===== src/rtl/cpu_pkg.sv =====
// Shared definitions for the CPU sequencer and the power-management controller.
// The CPU state codes here are the ones the CPU FSM drives on its state output.
package cpu_pkg;

    typedef enum logic [2:0] {
        CPU_IDLE    = 3'b000,
        CPU_ACTIVE  = 3'b001,
        CPU_FETCH   = 3'b010,
        CPU_EXECUTE = 3'b011,
        CPU_DECODE  = 3'b100,
        CPU_SLEEP   = 3'b101
    } cpu_state_e;

    typedef enum logic [1:0] {
        PMU_RUN       = 2'b00,
        PMU_REQ_SLEEP = 2'b01,
        PMU_ASLEEP    = 2'b10,
        PMU_REQ_WAKE  = 2'b11
    } pmu_state_e;

    // Bit positions of the PMU status flags in a packed status word.
    localparam int unsigned STAT_SLEEP_REQ = 0;
    localparam int unsigned STAT_WAKE_REQ  = 1;
    localparam int unsigned STAT_CLK_EN    = 2;
    localparam int unsigned STAT_WAKE_IRQ  = 3;
    localparam int unsigned STAT_ERR_TO    = 4;

    function automatic logic is_handshake(input pmu_state_e s);
        return (s == PMU_REQ_SLEEP) || (s == PMU_REQ_WAKE);
    endfunction

endpackage


===== src/rtl/m_pmu_timer.sv =====
// Saturating up-counter with clear and enable. o_hit flags that the current
// increment lands on LIMIT, so a caller can act on the same edge.
module m_pmu_timer #(
    parameter int unsigned LIMIT = 16,
    parameter int unsigned WIDTH = $clog2(LIMIT + 1)
) (
    input  logic clk,
    input  logic reset,
    input  logic i_clr,
    input  logic i_en,
    output logic o_hit
);

    localparam logic [WIDTH-1:0] TOP  = WIDTH'(LIMIT);
    localparam logic [WIDTH-1:0] LAST = WIDTH'(LIMIT - 1);

    logic [WIDTH-1:0] r_count;

    always_ff @(posedge clk or negedge reset) begin
        if (!reset) begin
            r_count <= '0;
        end else if (i_clr) begin
            r_count <= '0;
        end else if (i_en && (r_count != TOP)) begin
            r_count <= r_count + 1'b1;
        end
    end

    // Independent of i_clr so the caller may derive i_clr from o_hit.
    assign o_hit = i_en && (r_count == LAST);

endmodule


===== src/rtl/m_pmu_ctrl.sv =====
// Power-management controller: idle-timeout sleep request, CPU sleep/wake
// handshake, core clock-gate enable and wake-cause capture.
module m_pmu_ctrl
    import cpu_pkg::*;
#(
    parameter int unsigned IDLE_TIMEOUT = 16,
    parameter int unsigned ACK_TIMEOUT  = 64,
    parameter int unsigned N_WAKE       = 4
) (
    input  logic              clk,
    input  logic              reset,
    input  logic [2:0]        cpu_state,
    input  logic              activity,
    input  logic              sleep_en,
    input  logic [N_WAKE-1:0] wake_event,
    input  logic [N_WAKE-1:0] wake_mask,
    input  logic              err_clr,
    output logic              sleep_request,
    output logic              wakeup_request,
    output logic              clk_gate_en,
    output logic [N_WAKE-1:0] wake_cause,
    output logic              wake_irq,
    output logic              err_timeout,
    output logic [1:0]        pmu_state
);

    pmu_state_e        r_state, w_next;
    logic              r_sleep_req, r_wake_req, r_gate_en, r_wake_irq, r_err;
    logic [N_WAKE-1:0] r_wake_cause;

    logic              w_sleep_req, w_wake_req, w_gate_en, w_wake_irq, w_err;
    logic [N_WAKE-1:0] w_wake_cause;
    logic              w_wake_hit, w_idle_en, w_idle_hit;
    logic              w_ack_en, w_ack_clr, w_ack_hit, w_ack_restart;

    assign w_wake_hit = |(wake_event & wake_mask);
    assign w_idle_en  = (r_state == PMU_RUN) && !activity && sleep_en && !w_wake_hit;
    assign w_ack_en   = is_handshake(r_state);
    assign w_ack_clr  = w_ack_restart || (w_next != r_state) || !w_ack_en;

    m_pmu_timer #(.LIMIT(IDLE_TIMEOUT)) u_idle_timer (
        .clk   (clk),
        .reset (reset),
        .i_clr (!w_idle_en),
        .i_en  (w_idle_en),
        .o_hit (w_idle_hit)
    );

    m_pmu_timer #(.LIMIT(ACK_TIMEOUT)) u_ack_timer (
        .clk   (clk),
        .reset (reset),
        .i_clr (w_ack_clr),
        .i_en  (w_ack_en),
        .o_hit (w_ack_hit)
    );

    always_comb begin
        w_next        = r_state;
        w_sleep_req   = r_sleep_req;
        w_wake_req    = r_wake_req;
        w_gate_en     = r_gate_en;
        w_wake_cause  = r_wake_cause;
        w_wake_irq    = 1'b0;
        w_err         = r_err && !err_clr;
        w_ack_restart = 1'b0;
        case (r_state)
            PMU_RUN: begin
                if (w_idle_hit) begin
                    w_next      = PMU_REQ_SLEEP;
                    w_sleep_req = 1'b1;
                end
            end
            PMU_REQ_SLEEP: begin
                if (w_wake_hit || activity) begin
                    w_next      = PMU_RUN;
                    w_sleep_req = 1'b0;
                end else if (cpu_state == CPU_SLEEP) begin
                    w_next      = PMU_ASLEEP;
                    w_sleep_req = 1'b0;
                    w_gate_en   = 1'b0;
                end else if (w_ack_hit) begin
                    w_next      = PMU_RUN;
                    w_sleep_req = 1'b0;
                    w_err       = 1'b1;
                end
            end
            PMU_ASLEEP: begin
                if (w_wake_hit) begin
                    w_next       = PMU_REQ_WAKE;
                    w_gate_en    = 1'b1;
                    w_wake_req   = 1'b1;
                    w_wake_cause = wake_event & wake_mask;
                end
            end
            PMU_REQ_WAKE: begin
                // An acknowledge on the timeout edge completes the wake without flagging.
                if (cpu_state == CPU_ACTIVE) begin
                    w_next     = PMU_RUN;
                    w_wake_req = 1'b0;
                    w_wake_irq = 1'b1;
                end else if (w_ack_hit) begin
                    w_err         = 1'b1;
                    w_ack_restart = 1'b1;
                end
            end
            default: w_next = PMU_RUN;
        endcase
    end

    always_ff @(posedge clk or negedge reset) begin
        if (!reset) begin
            r_state      <= PMU_RUN;
            r_sleep_req  <= 1'b0;
            r_wake_req   <= 1'b0;
            r_gate_en    <= 1'b1;
            r_wake_cause <= '0;
            r_wake_irq   <= 1'b0;
            r_err        <= 1'b0;
        end else begin
            r_state      <= w_next;
            r_sleep_req  <= w_sleep_req;
            r_wake_req   <= w_wake_req;
            r_gate_en    <= w_gate_en;
            r_wake_cause <= w_wake_cause;
            r_wake_irq   <= w_wake_irq;
            r_err        <= w_err;
        end
    end

    assign sleep_request  = r_sleep_req;
    assign wakeup_request = r_wake_req;
    assign clk_gate_en    = r_gate_en;
    assign wake_cause     = r_wake_cause;
    assign wake_irq       = r_wake_irq;
    assign err_timeout    = r_err;
    assign pmu_state      = r_state;

endmodule


===== config.mk =====
export PLATFORM = sky130hd
export DESIGN_NAME = m_pmu_ctrl
export DESIGN_NICKNAME = d
export VERILOG_FILES = /design/src/rtl/cpu_pkg.sv /design/src/rtl/m_pmu_timer.sv /design/src/rtl/m_pmu_ctrl.sv
export SDC_FILE = /design/constraint.sdc
export NUM_CORES = 1
export LEC_CHECK = 0
export ABC_AREA = 1
export CAP_MARGIN = 15
export CORE_ASPECT_RATIO = 1.5
export CORE_MARGIN = 2
export CORE_UTILIZATION = 50
export DETAILED_ROUTE_END_ITERATION = 8
export PLACE_DENSITY = 0.78
export RECOVER_POWER = 50
export SLEW_MARGIN = 20
export SYNTH_ARGS = -nofsm -noshare
export SYNTH_HDL_FRONTEND = slang
export SYNTH_SLANG_ARGS = --single-unit
export TNS_END_PERCENT = 10

===== constraint.sdc =====
create_clock -name clk -period 2.6 [get_ports clk]
set_input_delay 0.78 -clock clk [delete_from_list [all_inputs] [get_ports clk]]
set_output_delay 0.78 -clock clk [all_outputs]
set_load 0.03 [all_outputs]

==> key figures <==
Clocking
  • Clock root buffer: clkbuf_4
  • Hold-fix buffers, CTS: 0
  • Clock transition at path regs: about 0.11 ns
  • Setup bufs post-CTS: 0
  • H-tree lvl count: 1
  • Post-CTS sizing: 0
  • CTS tree: done
  • CTS buffer count: 3
  • Clk Latency, worst-skew pair: around 0.30 ns
  • Total clock sinks: 23
  • Max Buffers Root-to-Sink: 2

Synthesis
  • Yosys top cell by area: dfrtp_1
  • Syn_nets: between 150 and 200
  • Top cell type's share of synthesized area: 0.422
  • Area of the mapped netlist: around 1300 um2
  • Synth top area cells: dfrtp_1 (42%), nand2_1 (7.5%), inv_1 (6.9%)
  • Post-synthesis cell count: 151
  • FF+latch count, synth: 23
  • Yosys warns: 0
  • Mean Syn Cell Area: around 8.6 um2
  • Yosys cell types: 29
  • Sequential fraction of the synthesis area: 0.442

Die
  • Die width: approximately 46 um
  • Initial Util: 0.532
  • Row count: 22
  • Die area: between 3000 and 4000 um2
  • Die Ht: roughly 67 um
  • IO Pins: 27
  • Core area: 2450 um2

Flow run
  • Max cap viols: 0

STA
  • Fin. Hold Viols: 0
  • Tcrit/Tclk final: 0.893
  • Sum Neg Setup Slack: 0 ns
  • Fmax: approximately 0.43 GHz
  • Skew final: approximately 0.0011 ns
  • Final setup viols: 0
  • Final min period: ~2.3 ns
  • Worst relative slew slack: 0.210
  • RSZ-0062 raised after global routing: no
  • Worst-Margin Slew: around 1.2 ns
  • Max Slew Vio Count: 0

Placement
  • DP HPWL: 1.94 mm
  • Routability Congestion: ~0.78
  • PortBufs: 26
  • Placed insts: around 200

Worst setup path
  • Max FO, Critical Path: 6
  • Worst Path Buf+Inv: 1
  • Critical path, cell by cell: clkdlybuf4s50_1
  • CP Class: flip-flop to primary output
  • Slowest CP cell: clkdlybuf4s50_1
  • Top delay family on crit path: buffers and inverters
  • Crit path largest cell delay: around 0.73 ns
  • Crit end category: primary output
  • WP data arrival: between 1.5 and 2 ns
  • Critical Path Start Type: flip-flop
  • Crit path required time: ~1.8 ns

Final layout
  • Commonest cells after routing, fill and taps aside: nand2_1 (27), inv_1 (24), clkdlybuf4s50_1 (24)
  • Final nets: 204
  • Most common cell after layout, fill and taps aside: nand2_1
  • Ant. Diodes: 0
  • Layout cell share with drive strength beyond 1: 0.165
  • Post-layout util: 0.654
  • Layout area overhead: 22.8%
  • FILL cells: approximately 220
  • Finished Layout Cells: slightly above 200

Global routing
  • Met3 Track Usage GR: 0.0244
  • Initial antenna violation count: 0
  • M2 GR Usage: 0.357
  • Largest net degree at the start of global routing: 24
  • Gr busiest metal: met2
  • Total gr overflow: 0
  • Met1 Use GR: 0.173
  • Global-route wire length before repair: just over 4 mm
  • Number of global-route vias before repair: 1081
  • GR Util All Layers: 0.181

Routing
  • ANT nets after route: 0
  • DR iter-0 viols: 16
  • Vias per cell: around 5.0
  • # DRC: 0
  • WL per Instance: 11.4 um
  • Pre-Repair DR Iteration Count: 4
  • Via count: a little over 1000
  • Total Wirelength: between 2 and 2.5 mm

Pwr
  • Leak pwr: roughly 0.74 nW
  • Worst ir drop on vdd: roughly 0.56 mV
  • Total Power: 0.00127 W
  • P per Cell Area: a little under 800 nW/um2

Outcome
  • Status: finished, final reports clean

Worst hold path
  • Hold/Removal Path Class: flip-flop to flip-flop
per-stage QoR:
stage	hold WS (ns)	setup WS (ns)	area, um2
final	0.490	0.278	1600
after global routing	0.533	0.229	1600
after CTS	0.495	0.266	1620
after detailed placement	0.470	0.461	1600
after global placement	0.459	0.509	1600
after floorplan	0.484	0.994	1300
per-layer routing:
| layer | vias up | wire length (um) |
|---|---|---|
| li1 | 522 | - |
| met1 | 484 | 915 |
| met2 | 16 | 1330 |
| met3 | 4 | 65 |
| met4 | 0 | 37 |
| met5 | - | 0 |
synthesized netlist by cell type (all sizes together):
cell    instances
ha              5
xnor2           2
a21oi           3
dfstp           1
xor2            5
nor3            4
buf             1
dfrtp          22
o31ai           1
and2            1
o21ai          10
inv            26
nand3          10
nand3b          1
nand2          34
nor2           23
and3            1
or2             1
state kept, by name, indices dropped and copies added (netlist names):
| register | cells |
|---|---|
| wake_irq | 1 |
| wakeup_request | 1 |
| clk_gate_en | 1 |
| wake_cause | 4 |
| pmu_state | 2 |
| sleep_request | 1 |
| u_idle_timer.r_count | 5 |
| u_ack_timer.r_count | 7 |
| err_timeout | 1 |
report_power, final:
part	leakage [nW]	total, W	internal, W	switching (W)
Combinational	0.424	0.000632	0.000247	0.000385
Clock	0.0150	0.000157	0.0000598	0.0000972
Sequential	0.302	0.000485	0.000430	0.0000553
Total	0.742	0.00127	0.000737	0.000538
cell type report:
class | count | area, um2 | area share
inverters | 26 | 97.6 | 0.0609
well taps | 24 | 30.0 | 0.0187
repair buffers | 28 | 272 | 0.170
multi-input cells | 101 | 599 | 0.374
clock buffers | 4 | 26.3 | 0.0164
flip-flops and latches | 23 | 577 | 0.360
cell families (layout without fill, tap and decap cells):
family	Yosys count	after routing	share of synthesized area
simple gates	75	75	0.312
buf+inv	27	58	0.0835
compound gates	14	14	0.0672
flops	23	23	0.442
fa+ha+maj	5	5	0.0480
xor+xnor	7	7	0.0470
final timing paths:
kind                                         from                endpoint  slack, ns  depth (start not counted)
max                                  pmu_state[1]            pmu_state[1]       0.28                          1
min                                wakeup_request          wakeup_request       0.49                          2
max reg2reg                u_ack_timer.r_count[0]  u_ack_timer.r_count[5]       1.05                          8
min reg2reg                        wakeup_request          wakeup_request       0.49                          2
max in group asynchronous                   reset  u_ack_timer.r_count[2]       0.68                          2
min in group asynchronous                   reset                wake_irq       1.23                          2
Note: power is estimated with default switching activity, not from simulation.
==> RTL edit 1: new RTL, same flow settings <==
`ACK_TIMEOUT`: 64 -> 128.
--- a/src/rtl/m_pmu_ctrl.sv
+++ b/src/rtl/m_pmu_ctrl.sv
@@ -6,3 +6,3 @@
     parameter int unsigned IDLE_TIMEOUT = 16,
-    parameter int unsigned ACK_TIMEOUT  = 64,
+    parameter int unsigned ACK_TIMEOUT  = 128,
     parameter int unsigned N_WAKE       = 4
Function: no difference found for any inputs over 10 cycles, from zero or initial values and one cycle with reset low; that may be too few to reach the edited logic, so the function may still have changed.
==> RTL edit 1 against the unedited design <==
Combinational power grew 2%; setup slack gained 0.068 ns; cell area is 8.5% higher; highest routed layer unchanged; cell count is 9.2% higher; power grew 16%; maximum frequency rose by 3.0%; sequential cell count rose by 1; first-iteration DRC count is 13% higher; wire length up 14%; clock power rose by 110%; area after synthesis increased by 5.8%; clock skew increased by 0.0039 ns.
==> RTL edit 1: results (changes against the unedited design) <==
| Metric | Value |
|---|---|
| Status | finished clean (unchanged) |
| Reg with most FFs | u_ack_timer.r_count (unchanged) |
| Syn nets | 178 (was 172) |
| Clk_lat worst skew | 0.26 ns (was 0.30 ns) |
| Total Routing Usage GR | 0.198 (was 0.181) |
| R2R setup slack | 1.08 ns (was 1.05 ns) |
| Post-synthesis cell type count | 29 (unchanged) |
| First-pass GRT wire length | 4620 µm (was 4080 µm) |
| Top cells by area, synth | dfrtp_1 42%, nand2_1 7.4%, inv_1 5.7%, nor2_2 5.0%, ha_1 4.5% (was dfrtp_1 42%, nand2_1 7.5%, inv_1 6.9%, ha_1 4.8%, nor2_2 4.8%) |
| Global Route met2 Usage | 0.351 (was 0.357) |
| Post-Route WL | 2690 µm (was 2350 µm) |
| Worst path slowest cell | clkdlybuf4s50_1 (unchanged) |
| Initial antenna violation count | 0 (unchanged) |
| GPL Wtd Cong | 0.909 (was 0.775) |
| Worst hold path type | flop to flop (unchanged) |
| Clock Skews | 0.00505 ns (was 0.00112 ns) |
| H-Tree Level Count | 1 (unchanged) |
| Clock Pin Slew Worst Setup and Hold Paths | 0.09 ns (was 0.11 ns) |
| Via density | 4.84 (was 4.98) |
| Layout cells sized above 1 | 0.197 (was 0.165) |
| Register area share after synthesis | 0.436 (was 0.442) |
| Root cell of the clock tree | clkbuf_8 (was clkbuf_4) |
| Worst setup path startpoint | clk_gate_en (was pmu_state[1]) |
| Grt met3 use | 0.0290 (was 0.0244) |
| Max incr delay on CP | 0.66 ns (was 0.73 ns) |
| Fill cells | 227 (was 223) |
| Placed cell areas | 0.00169 mm² (was 0.00160 mm²) |
| Port bufs | 26 (unchanged) |
| CTS Buf Count | 3 (unchanged) |
| Leak Pwr | 0.783 nW (was 0.742 nW) |
| Internal power | 0.901 mW (was 0.737 mW) |
| Largest register FFs | 8 (was 7) |
| Reg2reg end | u_ack_timer.r_count[5] (unchanged) |
| Post-layout net count | 210 (was 204) |
| Max FO, Critical Path | 2 (was 6) |
| Largest net degree at the start of global routing | 25 (was 24) |
| WP data arrival | 1.47 ns (was 1.54 ns) |
| Drt first-iter violations | 18 (was 16) |
| Number of global-route vias before repair | 1,090 (was 1,081) |
| Synth cell count leaders | 27 x nand2_1, 23 x dfrtp_1, 21 x inv_1 (was 26 x nand2_1, 24 x inv_1, 22 x dfrtp_1) |
| Max_slew headroom | 0.139 (was 0.210) |
| Post-CTS Resized | 0 (unchanged) |
| GR met1 Demand/Resource | 0.223 (was 0.173) |
| Asr flop ratio synth | 1.00 (unchanged) |
| Maximum vdd drop | 0.000605 V (was 0.000560 V) |
| Ys flop type | dfrtp_1 (unchanged) |
| Capture point of the critical path | clk_gate_en (was pmu_state[1]) |
| Dpl hpwl | 2130 µm (was 1940 µm) |
| ANT cells | 0 (unchanged) |
==> RTL edit 1: per-stage QoR <==
step / worst slack [ns] / cells
3_5_place_dp: 0.383 / 221
3_3_place_gp: 0.441 / 221
6_report: 0.346 / 225
4_1_cts: 0.329 / 225
5_1_grt: 0.197 / 225
2_1_floorplan: 0.946 / 157
==> RTL edit 1: worst min path at each step <==
| stage | cells after the start | slack, ns | to | startpoint |
|---|---|---|---|---|
| after floorplan | 0 | 0.48 | err_timeout | reset |
| final | 2 | 0.50 | wake_cause[0] | wake_cause[0] |
| after detailed placement | 2 | 0.48 | wake_cause[0] | wake_cause[0] |
| after CTS | 2 | 0.50 | wake_cause[0] | wake_cause[0] |
| after global routing | 2 | 0.55 | wake_cause[0] | wake_cause[0] |
| after global placement | 2 | 0.47 | wake_cause[1] | wake_cause[1] |
==> RTL edit 1: routing by layer <==
metal	up-vias	part of all wire
met5	-	0
met4	0	0.019
met3	4	0.034
met2	21	0.55
met1	514	0.40
li1	549	-
==> RTL edit 1: layout make-up <==
cell class	instances	area [µm²]	share of cell area
multi-input cells	107	648	0.373
inverters	25	98.8	0.0569
flip-flops and latches	24	602	0.346
repair buffers	28	272	0.156
clock inverters	1	30.0	0.0173
clock buffers	3	41.3	0.0238
well taps	37	46.3	0.0266
==> RTL edit 1: cell families after synthesis <==
family / share of synthesized area
AOI/OAI and AO/OA: 0.0463
DFF: 0.436
xor gates and xnor gates: 0.0445
adders and majority gates: 0.0454
buffers and inverters: 0.0799
and+or+nand+nor: 0.348
==> RTL edit 1: power groups by stage <==
stage | combinational (mW) | sequential, mW | clock, mW
finish | 0.646 | 0.504 | 0.324
floorplan | 0.344 | 0.615 | 0
CTS | 0.662 | 0.504 | 0.335
detailed placement | 0.655 | 0.510 | 0
global route | 0.701 | 0.515 | 0.353
global placement | 0.646 | 0.509 | 0
==> RTL edit 2: new RTL, same settings <==
Made on the original files. Reset style: synchronous (`reset`), changed in 2 clocked blocks.
--- a/src/rtl/m_pmu_timer.sv
+++ b/src/rtl/m_pmu_timer.sv
@@ -18,3 +18,3 @@
 
-    always_ff @(posedge clk or negedge reset) begin
+    always_ff @(posedge clk) begin
         if (!reset) begin
--- a/src/rtl/m_pmu_ctrl.sv
+++ b/src/rtl/m_pmu_ctrl.sv
@@ -109,3 +109,3 @@
 
-    always_ff @(posedge clk or negedge reset) begin
+    always_ff @(posedge clk) begin
         if (!reset) begin
Function: no difference found for any inputs over 10 cycles, from zero or initial values and one cycle with reset low; that may be too few to reach the edited logic, so the function may still have changed.
==> RTL edit 2 against the unedited design <==
Utilization is 2.3 points lower; clock skew is 0.00085 ns higher; setup slack worse by 0.088 ns; critical endpoint is now pmu_state[0]; wire length is 5.8% higher; sequential share of layout area is 5.9 points lower; area after synthesis is 3.7% lower; cell area is 4.5% lower; sequential cell count stayed put.
Power is not compared: it rests on default switching activity, and its combinational part moved more than twofold at a synthesized area within 25%.
==> RTL edit 2: results (changes against the unedited design) <==
| Metric | Value |
|---|---|
| Max FO, Critical Path | 9 (was 6) |
| Routed len/inst | 10.7 µm (was 11.4 µm) |
| Via density | 4.96 (was 4.98) |
| Number of global-route vias before repair | 1,143 (was 1,081) |
| Register area share after synthesis | 0.367 (was 0.442) |
| Hold path startpoint | sleep_request (was wakeup_request) |
| Drt first-iter violations | 21 (was 16) |
| Total Routing Usage GR | 0.187 (was 0.181) |
| Status | finished clean (unchanged) |
| First-pass GRT wire length | 4220 µm (was 4080 µm) |
| Top cells by area, synth | dfxtp_1 37%, nand2_1 12%, inv_1 9.9%, nor2_1 9.0%, ha_1 5.0% (was dfrtp_1 42%, nand2_1 7.5%, inv_1 6.9%, ha_1 4.8%, nor2_2 4.8%) |
| Largest net degree at the start of global routing | 14 (was 24) |
| Setup WS pre-CTS | 0.323 ns (was 0.461 ns) |
| GPL Wtd Cong | 0.776 (was 0.775) |
| Reg2reg end | u_ack_timer.r_count[4] (was u_ack_timer.r_count[5]) |
| Fill cells | 242 (was 223) |
| Cell count after synthesis | 180 (was 151) |
| Syn nets | 201 (was 172) |
| Max_slew headroom | 0.613 (was 0.210) |
| Vias | 1,155 (was 1,026) |
| Hold slack final | 0.468 ns (was 0.490 ns) |
| Synth cell count leaders | 40 x nand2_1, 33 x inv_1, 30 x nor2_1 (was 26 x nand2_1, 24 x inv_1, 22 x dfrtp_1) |
| R2R depth | 7 (was 8) |
| Capture point of the critical path | pmu_state[0] (was pmu_state[1]) |
| Max incr delay on CP | 0.75 ns (was 0.73 ns) |
| R2R setup slack | 0.91 ns (was 1.05 ns) |
| Top cell type's share of synthesized area | 0.367 (was 0.422) |
| Post-synthesis cell type count | 23 (was 29) |
| Worst Hold End | sleep_request (was wakeup_request) |
| # placed instances | 229 (was 202) |
| Clock Skews | 0.00197 ns (was 0.00112 ns) |
| Synth Area in Compound Gates | 0.102 (was 0.0672) |
| Layout cells sized above 1 | 0.0431 (was 0.165) |
## RTL edit 2: cells by family (layout without fill, tap and decap cells)
logic type	count (synthesis)	in the layout
and+or+nand+nor	89	89
buffers and inverters	35	64
DFF	23	23
AOI/OAI and AO/OA	21	21
xor gates and xnor gates	7	7
adders and majority gates	5	5
## RTL edit 2: cell type report
cell class | count | share of cell area
repair buffers | 26 | 0.170
clock buffers | 3 | 0.0147
flip-flops and latches | 23 | 0.301
well taps | 24 | 0.0196
clock inverters | 1 | 0.00327
multi-input cells | 122 | 0.408
inverters | 34 | 0.0835
## RTL edit 2: worst reg2reg max path: stages (launching register included)
cell,delay (ns)
dfxtp_1,0.44
inv_1,0.12
nand2_1,0.06
nor2_1,0.47
nor2_1,0.07
o21ai_0,0.14
nand3_2,0.20
nor2_1,0.12
## RTL edit 2: routing by layer
metal  up-vias  global-route usage  routed length [µm]
li1        616                   -                   -
met1       525               0.176                 927
met2         9               0.380                1490
met3         5              0.0192                  30
met4         0              0.0735                  42
met5         -                   0                   0
